==> src/rtl/timer_nbits_ctrl.sv <==
// rtl/timer_nbits_ctrl.sv - programmable N-bit interval timer with shadowed reload and one-shot mode
// Optional prescaler stage is built when TIMER_PRESCALE_EN is defined.
module timer_nbits_ctrl #(
  parameter int WIDTH      = 16,
  parameter int PRESCALE_W = 8
) (
  input  logic                  clk,
  input  logic                  reset,
  input  logic                  enable,
  input  logic                  start,
  input  logic                  stop,
  input  logic                  mode,
  input  logic                  load,
  input  logic [WIDTH-1:0]      final_value,
`ifdef TIMER_PRESCALE_EN
  input  logic [PRESCALE_W-1:0] prescale,
`endif
  output logic [WIDTH-1:0]      count,
  output logic                  tick,
  output logic                  running
);

  typedef enum logic {IDLE = 1'b0, RUN = 1'b1} state_t;

  state_t           state;
  logic [WIDTH-1:0] shadow;
  logic [WIDTH-1:0] active_final;
  logic [WIDTH-1:0] next_final;
  logic             mode_q;
  logic             pre_hit;
  logic             advance;
  logic             wrap;

  // A load on the same cycle as a start or period boundary takes effect immediately.
  assign next_final = load ? final_value : shadow;
  assign wrap       = (count == active_final);

`ifdef TIMER_PRESCALE_EN
  logic [PRESCALE_W-1:0] pre_cnt;

  assign pre_hit = (pre_cnt == prescale);

  always_ff @(posedge clk or negedge reset) begin
    if (!reset) begin
      pre_cnt <= '0;
    end else if (state != RUN || start || stop) begin
      pre_cnt <= '0;
    end else if (enable) begin
      pre_cnt <= pre_hit ? '0 : pre_cnt + 1'b1;
    end
  end
`else
  // Without the prescaler every enabled RUN cycle is an advance.
  assign pre_hit = (PRESCALE_W > 0);
`endif

  assign advance = enable && pre_hit;

  always_ff @(posedge clk or negedge reset) begin
    if (!reset) begin
      state        <= IDLE;
      count        <= '0;
      tick         <= 1'b0;
      running      <= 1'b0;
      shadow       <= '0;
      active_final <= '0;
      mode_q       <= 1'b0;
    end else begin
      tick <= 1'b0;
      if (load) begin
        shadow <= final_value;
      end
      case (state)
        IDLE: begin
          if (start && !stop) begin
            state        <= RUN;
            running      <= 1'b1;
            count        <= '0;
            active_final <= next_final;
            mode_q       <= mode;
          end
        end
        RUN: begin
          if (stop) begin
            state   <= IDLE;
            running <= 1'b0;
            count   <= '0;
          end else if (start) begin
            count        <= '0;
            active_final <= next_final;
            mode_q       <= mode;
          end else if (advance) begin
            if (wrap) begin
              count <= '0;
              tick  <= 1'b1;
              if (mode_q) begin
                state   <= IDLE;
                running <= 1'b0;
              end else begin
                active_final <= next_final;
              end
            end else begin
              count <= count + 1'b1;
            end
          end
        end
        default: begin
          state   <= IDLE;
          running <= 1'b0;
        end
      endcase
    end
  end

endmodule

==> config.mk <==
export PLATFORM = sky130hd
export DESIGN_NAME = timer_nbits_ctrl
export DESIGN_NICKNAME = d
export VERILOG_FILES = /design/src/rtl/timer_nbits_ctrl.sv
export SDC_FILE = /design/constraint.sdc
export NUM_CORES = 1
export LEC_CHECK = 0
export CAP_MARGIN = 40
export CORE_MARGIN = 3
export CORE_UTILIZATION = 45
export DETAILED_ROUTE_END_ITERATION = 8
export PLACE_DENSITY = 0.72
export SYNTH_ARGS = -nofsm -noshare
export SYNTH_HDL_FRONTEND = slang
export SYNTH_SLANG_ARGS = --single-unit
==> constraint.sdc <==
create_clock -name clk -period 5.25 [get_ports clk]
set_clock_uncertainty 0.05 [all_clocks]
set_input_delay 1.575 -clock clk [delete_from_list [all_inputs] [get_ports clk]]
set_output_delay 1.575 -clock clk [all_outputs]
set_load 0.05 [all_outputs]
-- After elaboration in Yosys (flattened, before gate mapping)
Index checks and enable logic that the tools add are counted.
- flip-flop bits (word level): 52
- input port bits: 23
- output and inout bits: 18
- logic and storage cells: 64
- add/sub/neg operators: 1
- equal/unequal tests: 12
- muxes and demuxes: 37
- bitwise gates (word level): 1
- reduce and logical (&&, ||, !) cells: 6
- operator list (kind ; count):
    two-way mux 16 bit ; 12
    case mux 16 bit (2 select lines) ; 2
    two-way mux 1 bit ; 20
    adder 16 x 1 -> 16 bit (second input constant) ; 1
    == test 16 bit ; 1
    != test 3 bit (second input constant) ; 4
    AND reduction 5 bit ; 2
    != test 3 x 2 -> 1 bit (second input constant) ; 3
    != test 2 bit (second input constant) ; 3
    case mux 1 bit (2 select lines) ; 3
    != test 4 bit (second input constant) ; 1
    AND reduction 3 bit ; 1
    AND reduction 2 bit ; 1
    logical AND 1 bit ; 1
    logical NOT 1 bit ; 1
    inverter 1 bit ; 1

-- Logic depth before layout (Yosys ltp)
Gate-level depths: netlist of run 1.
- word-level depth: 7
- mapped depth: 7
- depth with buffers taken out: 6

-- Least setup slack after synthesis of run 1
Ideal clock, no wire load.
- kind: in2reg
- start point: input port load
- end point: register active_final[10]
- library setup time: 0.125 ns
- arrival time: 2.809 ns
- data required time: 5.075 ns
- setup slack: 2.266 ns
- stages on the path: 4
- buffers on the path: 2
- cell sequence: clkbuf_1 buf_1 mux2_2 mux2_4
- longest elaborated chain between the ends: 7
- elaborated cells on any way between the ends: 8
- those cells by class: mux (8)
- RTL lines (element ; line ; source):
    start, declared ; 13 ; input logic load,
    two-way mux 16 bit (*) ; -- ;
    named net next_final[10] ; 28 ; logic [WIDTH-1:0] next_final;
    two-way mux 16 bit ; 96 ; if (mode_q) begin
    two-way mux 16 bit ; 93 ; if (wrap) begin
    two-way mux 16 bit ; 92 ; end else if (advance) begin
    two-way mux 16 bit ; 88 ; end else if (start) begin
    two-way mux 16 bit ; 84 ; if (stop) begin
    case mux 16 bit (2 select lines) (*) ; 73 ; case (state)
    end signal, assigned ; 79 ; active_final <= next_final;
    end signal, assigned ; 90 ; active_final <= next_final;
    end signal, assigned ; 100 ; active_final <= next_final;
    end, declared ; 27 ; logic [WIDTH-1:0] active_final;
Mark *: on every way through the listed nets, which the timed path passes. The rest lies on a longest branch. The select of a mux whose other input is x is not followed.
A chain may end at the register's enable or synchronous reset.

-- Final worst setup path of run 1
- start point: register count[10]
- end point: output port count[10]
- RTL lines (element ; line ; source):
    start, declared ; 18 ; output logic [WIDTH-1:0] count,
    start signal, assigned ; 103 ; count <= count + 1'b1;
No word-level cell between the ends.

==> results.tsv, run 1 <==
stage	metric	value	unit
worst_setup_path	r2r_setup_slack	2510	ps
cells_and_area	drive_above_1_share	22.7	%
worst_setup_path	crit_required	3630	ps
clocking	clock-sinks	52	
placement	pre_cts_slack	1620	ps
logic_synthesis	yosysMostFrequentCell	dfrtp_1	
global_route	grtUsageMet1	24.4	%
sta	fin_ws	1840	ps
logic_synthesis	synth_cells	212	
min_path	hold-path-endpoint	shadow[5]$_DFF_PN0_	
floorplanning	die_h	81.5	um
sta	finalMaxSlewViolations	0	
cells_and_area	layout.nets	278	
routing	wl_per_cell	15.9	um
sta	hold_viol_final	0	
job	cap_violations	0	
global_route	grt_first_pass_wirelength	8780	um
floorplanning	die_area	0.00664	mm2
logic_synthesis	synthTopCellsByArea	dfrtp_1 (51%), mux2_2 (10%), mux2_4 (5.9%)	
power	p_sw	0.000217	W
sta	finalCriticalPeriod	3410	ps
worst_setup_path	slowest_delay	880	ps
routing	drt-initial-drc-count	159	
power	power.internal	0.000657	W
clocking	clock_path_buffers	2	
clocking	post-cts-setup-buffer-count	0	
worst_setup_path	r2r-end	count[9]$_DFFE_PN0P_	
floorplanning	initial_core_util	48.3	%
floorplanning	fp.dieW	81.5	um
logic_synthesis	ys_ff_latch	52	
global_route	global_route.usage.met2	27.5	%
sta	max_slew_margin	50.9	%
floorplanning	ios	41	
placement	placed_cell_area	0.00301	mm2
logic_synthesis	yosysTopAreaCellShare	50.8	%
worst_setup_path	timing.rr.start	count[10]$_DFFE_PN0P_	
cells_and_area	regArea	0.00130	mm2
sta	max_freq	293	MHz
logic_synthesis	synth_nets	236	
clocking	cts_root_buf	clkbuf_8	
floorplanning	core	0.00530	mm2
sta	worst_pin_slew	734	ps
worst_setup_path	crit_path_start_kind	flip-flop	
logic_synthesis	synth.avg_cell_area	12.1	um2
worst_setup_path	worstPathMaxFanout	13	
power	seqPwrFrac	53.2	%
placement	portBuffers	40	
worst_setup_path	reg2reg_depth	5	
clocking	clk_pin_slew	100	ps
min_path	holdPathStages	1	
global_route	grt_pass1_vias	1775	
cells_and_area	diodes	0	
clocking	hold_buffers	0	
logic_synthesis	synthFlopType	dfrtp_1	
worst_setup_path	cp_slowest_cell	clkdlybuf4s50_1	
cells_and_area	fillers	461	
power	power_leakage	1.29	nW
clocking	cts_made_buffers	5	
routing	via_per_inst	5.58	
logic_synthesis	synth_edf_count	0	
power	combinationalPowerShare	15.3	%
routing	first_pass_iters	4	
power	swShare	24.8	%
floorplanning	rows	26	
min_path	hold_class	reg2reg	
status	status	complete, no violations	
power	p_clk_share	31.4	%
cells_and_area	final_cell_area	0.00312	mm2
sta	rsz0062_at_grt	no	
sta	setup_viol	0	
logic_synthesis	synthArstFlopShare	100	%
worst_setup_path	path_delay_family	buffers and inverters	
logic_synthesis	synth_warnings	0	
min_path	min-delay-start	shadow[5]$_DFF_PN0_	
power	ir_worst_vdd	0.188	mV
placement	place_congestion	0.788	
routing	drtAntennaViolNets	0	
global_route	antenna_found_initial	0	
worst_setup_path	critPathBufInv	1	
logic_synthesis	netlist_area	0.00256	mm2
worst_setup_path	path_cells	clkdlybuf4s50_1	
routing	finalWirelength	5170	um
sta	tns	0	ps
cells_and_area	multi_input_area	0.00117	mm2
clocking	insertion_delay	310	ps
logic_synthesis	yosysTopAreaCell	dfrtp_1	
logic_synthesis	synthTopCellsByCount	dfrtp_1 (52), mux2_2 (23), nand2_1 (16), xor2_1 (16)	
power	p_per_area	280	mW/mm2
worst_setup_path	worstSetupPathType	reg2out	
global_route	grt_max_degree	53	
global_route	overflow	0	
placement	dp_hpwl	3680	um
cells_and_area	area_growth	21.9	%
global_route	met3_usage	3.51	%
logic_synthesis	ys_seq_area_share	50.8	%
routing	drc	0	
power	power	0.000873	W
clocking	cts_tree	built	
sta	hold_ws	454	ps
worst_setup_path	arrival	1780	ps
clocking	cts_resized	0	
worst_setup_path	worstSetupEndpointType	output pin	
sta	finalCritPeriodShare	64.9	%
clocking	cts_max_level	2	
global_route	grt.busiest_layer	met2	
global_route	grt_util_all_layers	17.5	%
routing	vias	1812	
logic_synthesis	ys_types	46	
registers in the layout, indices dropped and copies added (netlist names):
name / cells
tick: 1
state: 1
shadow: 16
active_final: 16
count: 16
running: 1
mode_q: 1
routing by layer:
| metal | part of all wire [%] | vias up |
|---|---|---|
| li1 | - | 864 |
| met1 | 47 | 883 |
| met2 | 46 | 57 |
| met3 | 5.6 | 8 |
| met4 | 1.4 | 0 |
| met5 | 0 | - |
worst max path at each step:
stage	from	to	slack, ps	cells past startpoint
6_report	count[10]$_DFFE_PN0P_	count[10]	1840	1
5_1_grt	count[10]$_DFFE_PN0P_	count[10]	1750	1
4_1_cts	count[10]$_DFFE_PN0P_	count[10]	1820	1
3_5_place_dp	stop	active_final[0]$_DFFE_PN0P_	1620	4
3_3_place_gp	stop	count[14]$_DFFE_PN0P_	1620	5
2_1_floorplan	load	active_final[10]$_DFFE_PN0P_	2270	4
logic make-up (layout without fill, tap and decap cells):
| logic type | after synthesis | count (layout) | share of synthesized area (%) |
|---|---|---|---|
| simple gates | 63 | 63 | 15.0 |
| flops | 52 | 52 | 50.8 |
| mux | 33 | 33 | 16.0 |
| compound gates | 30 | 30 | 8.78 |
| buf+inv | 17 | 60 | 3.56 |
| xor+xnor | 16 | 16 | 5.47 |
| fa+ha+maj | 1 | 1 | 0.488 |
power groups by stage:
stage | Clock, W | Sequential [W] | Combinational, W
3_3_place_gp | 0 | 0.000471 | 0.000131
4_1_cts | 0.000282 | 0.000466 | 0.000136
6_report | 0.000274 | 0.000465 | 0.000134
3_5_place_dp | 0 | 0.000474 | 0.000136
5_1_grt | 0.000297 | 0.000470 | 0.000147
2_1_floorplan | 0 | 0.000471 | 0.0000886
per-stage QoR:
step,std cells,util [%]
floorplan,212,-
global placement,315,56.6
detailed placement,317,56.8
CTS,325,58.9
global route,325,58.9
finish,325,58.9
layout make-up:
class / instances / area share (%)
well taps: 70 / 2.80
clock buffers: 5 / 2.20
clock inverters: 3 / 1.36
multi-input cells: 143 / 37.5
flip-flops and latches: 52 / 41.6
inverters: 8 / 0.961
repair buffers: 44 / 13.5
cells in the final DEF, fill, tap and decap left out, types with 2 or more instances in the layout:
cell type / instances
nor4_2: 4
o22ai_1: 4
nor3b_1: 2
a22oi_1: 2
nand3_1: 10
o311ai_0: 4
mux2_4: 10
clkdlybuf4s50_1: 39
a31oi_1: 8
nand4_1: 10
nor3_1: 2
dfrtp_1: 52
inv_1: 8
mux2_2: 23
buf_4: 3
xor2_1: 16
o31ai_1: 3
buf_2: 2
clkbuf_8: 5
nand2_1: 16
nor2_1: 5
(Power assumes the default switching activity.)
==> run 2, diff against run 1 <==
- PLACE_DENSITY: 0.72 -> 0.75
- clock period: 5.25 -> 3.1 ns (I/O delays scaled with it)
==> results.tsv, run 2 (synthesis results as in run 1) <==
stage	metric	value	unit	change
worst_setup_path	path_delay_family	buffers and inverters		
routing	wl_met1	2450	um	+0.74%
job	cap_violations	0		unchanged
routing	finalWirelength	5540	um	+7.2%
floorplanning	die_h	81.5	um	unchanged
routing	via_per_inst	5.65		+1.4%
placement	dp_hpwl	3870	um	+5.1%
sta	setup_viol	0		unchanged
floorplanning	core	0.00530	mm2	unchanged
clocking	cts_resized	0		unchanged
clocking	cts_root_buf	clkbuf_8		
worst_setup_path	path_cells	clkdlybuf4s50_1		
worst_setup_path	cp_slowest_cell	clkdlybuf4s50_1		
power	p_per_area	441	mW/mm2	+58%
sta	finalCritPeriodShare	90.9	%	
sta	worst_pin_slew	576	ps	-158 ps
placement	portBuffers	40		unchanged
sta	finalMaxSlewViolations	0		unchanged
sta	hold_viol_final	0		unchanged
floorplanning	rows	26		unchanged
status	status	complete, no violations		
clocking	clock_path_buffers	2		unchanged
cells_and_area	final_common_cell	dfrtp_1		
clocking	cts_made_buffers	5		unchanged
clocking	post-cts-setup-buffer-count	0		unchanged
routing	wl_met2	2700	um	+14%
sta	rsz0062_at_grt	no		
worst_setup_path	r2r_setup_slack	880	ps	-1630 ps
min_path	hold_class	in2async		
clocking	insertion_delay	300	ps	about the same
floorplanning	initial_core_util	48.3	%	unchanged
power	ir_worst_vdd	0.300	mV	+60%
worst_setup_path	worstSetupEndpointType	output pin		
floorplanning	fp.dieW	81.5	um	unchanged
cells_and_area	reg_top3	active_final: 16 flops, count: 16 flops, shadow: 16 flops		
routing	drtAntennaViolNets	0		unchanged
routing	wl_met3	321	um	+11%
worst_setup_path	arrival	1840	ps	+60 ps
worst_setup_path	crit_path_start_kind	flip-flop		
clocking	hold_buffers	0		unchanged
placement	place_congestion	0.841		+6.7%
cells_and_area	drive_above_1_share	23.3	%	+0.51 points
floorplanning	ios	41		unchanged
worst_setup_path	slowest_delay	910	ps	+30 ps
cells_and_area	diodes	0		unchanged
routing	top_layer_used	met4		
cells_and_area	area_growth	22.3	%	
clocking	cts_max_level	2		unchanged
global_route	antenna_found_initial	0		unchanged
global_route	grt_util_all_layers	18.6	%	+1.1 points
floorplanning	die_area	0.00664	mm2	unchanged
cells_and_area	postLayoutCoreUtil	59.1	%	+0.21 points
clocking	clock-sinks	52		unchanged
cells_and_area	layout_common_cells	dfrtp_1 (52), clkdlybuf4s50_1 (39), mux2_2 (23)		
routing	first_pass_iters	4		unchanged
worst_setup_path	worstSetupPathType	reg2out		
routing	drt-initial-drc-count	171		+7.5%
global_route	grt_first_pass_wirelength	9270	um	+5.6%
routing	drc	0		unchanged
global_route	grt_max_degree	29		-45%
worst_setup_path	critPathBufInv	1		unchanged
sta	finalCriticalPeriod	2820	ps	
sta	hold_ws	398	ps	-55.3 ps
sta	max_freq	355	MHz	
cells_and_area	layout.nets	282		+1.4%
worst_setup_path	crit_required	2120	ps	-1510 ps
global_route	overflow	0		unchanged
global_route	grt_pass1_vias	1852		+4.3%
sta	tns	0	ps	unchanged
routing	vias	1854		+2.3%
worst_setup_path	worstPathMaxFanout	13		unchanged
clocking	cts_tree	built		
clocking	clk_pin_slew	90	ps	about the same
routing	wl_per_cell	16.9	um	+6.3%
cells_and_area	fillers	431		-6.5%
power	power_leakage	1.30	nW	+0.83%
sta	max_slew_margin	61.5	%	+11 points
## run 2: cell count changes in the layout (fill, tap and decap cells not counted)
| cell | delta |
|---|---|
| buf_4 | +4 |
| buf_12 | +1 |
| buf_2 | -1 |
| bufinv_16 | -1 |
| clkbuf_1 | +1 |
| clkinvlp_4 | -1 |
## run 2: final cells by class
cell class	instances	area [um2]	area share, %
clock buffers	6	72.6	2.31
flip-flops and latches	52	1300	41.5
repair buffers	48	468	14.9
clock inverters	1	5.00	0.160
inverters	8	30.0	0.958
multi-input cells	143	1170	37.4
well taps	70	87.6	2.79
## run 2: power by group
part | internal [W] | switching [W]
Combinational | 0.000133 | 0.000101
Sequential | 0.000745 | 0.0000419
Clock | 0.000154 | 0.000209
## run 2: per-stage QoR
step | setup slack [ps] | area, um2 | total power, W | cells
after floorplan | 761 | 2560 | 0.000948 | 212
after global placement | 407 | 3060 | 0.00103 | 321
after detailed placement | 304 | 3060 | 0.00104 | 321
after CTS | 288 | 3140 | 0.00140 | 328
after global routing | 219 | 3140 | 0.00146 | 328
final | 282 | 3140 | 0.00138 | 328
## run 2: final timing paths
kind,endpoint,cells past startpoint,start
min in group clk,shadow[12]$_DFF_PN0_,1,shadow[12]$_DFF_PN0_
max in group asynchronous,shadow[1]$_DFF_PN0_,2,reset
min,shadow[9]$_DFF_PN0_,1,reset
min reg2reg,shadow[12]$_DFF_PN0_,1,shadow[12]$_DFF_PN0_
max,count[10],1,count[10]$_DFFE_PN0P_
max reg2reg,count[5]$_DFFE_PN0P_,6,count[11]$_DFFE_PN0P_
## run 2: per-layer routing
metal  global-route usage (%)  vias up
met5                        0        -
met2                     29.5       60
met1                     25.5      917
li1                         -      869
met3                     3.51        8
met4                     6.59        0
## run 2: worst register-to-register path: stages (launching register included)
cell and delay, ps:
dfrtp_1 500, xor2_1 200, nor4_2 400, nand4_1 140
buf_4 220, nand2_1 360, o311ai_0 210
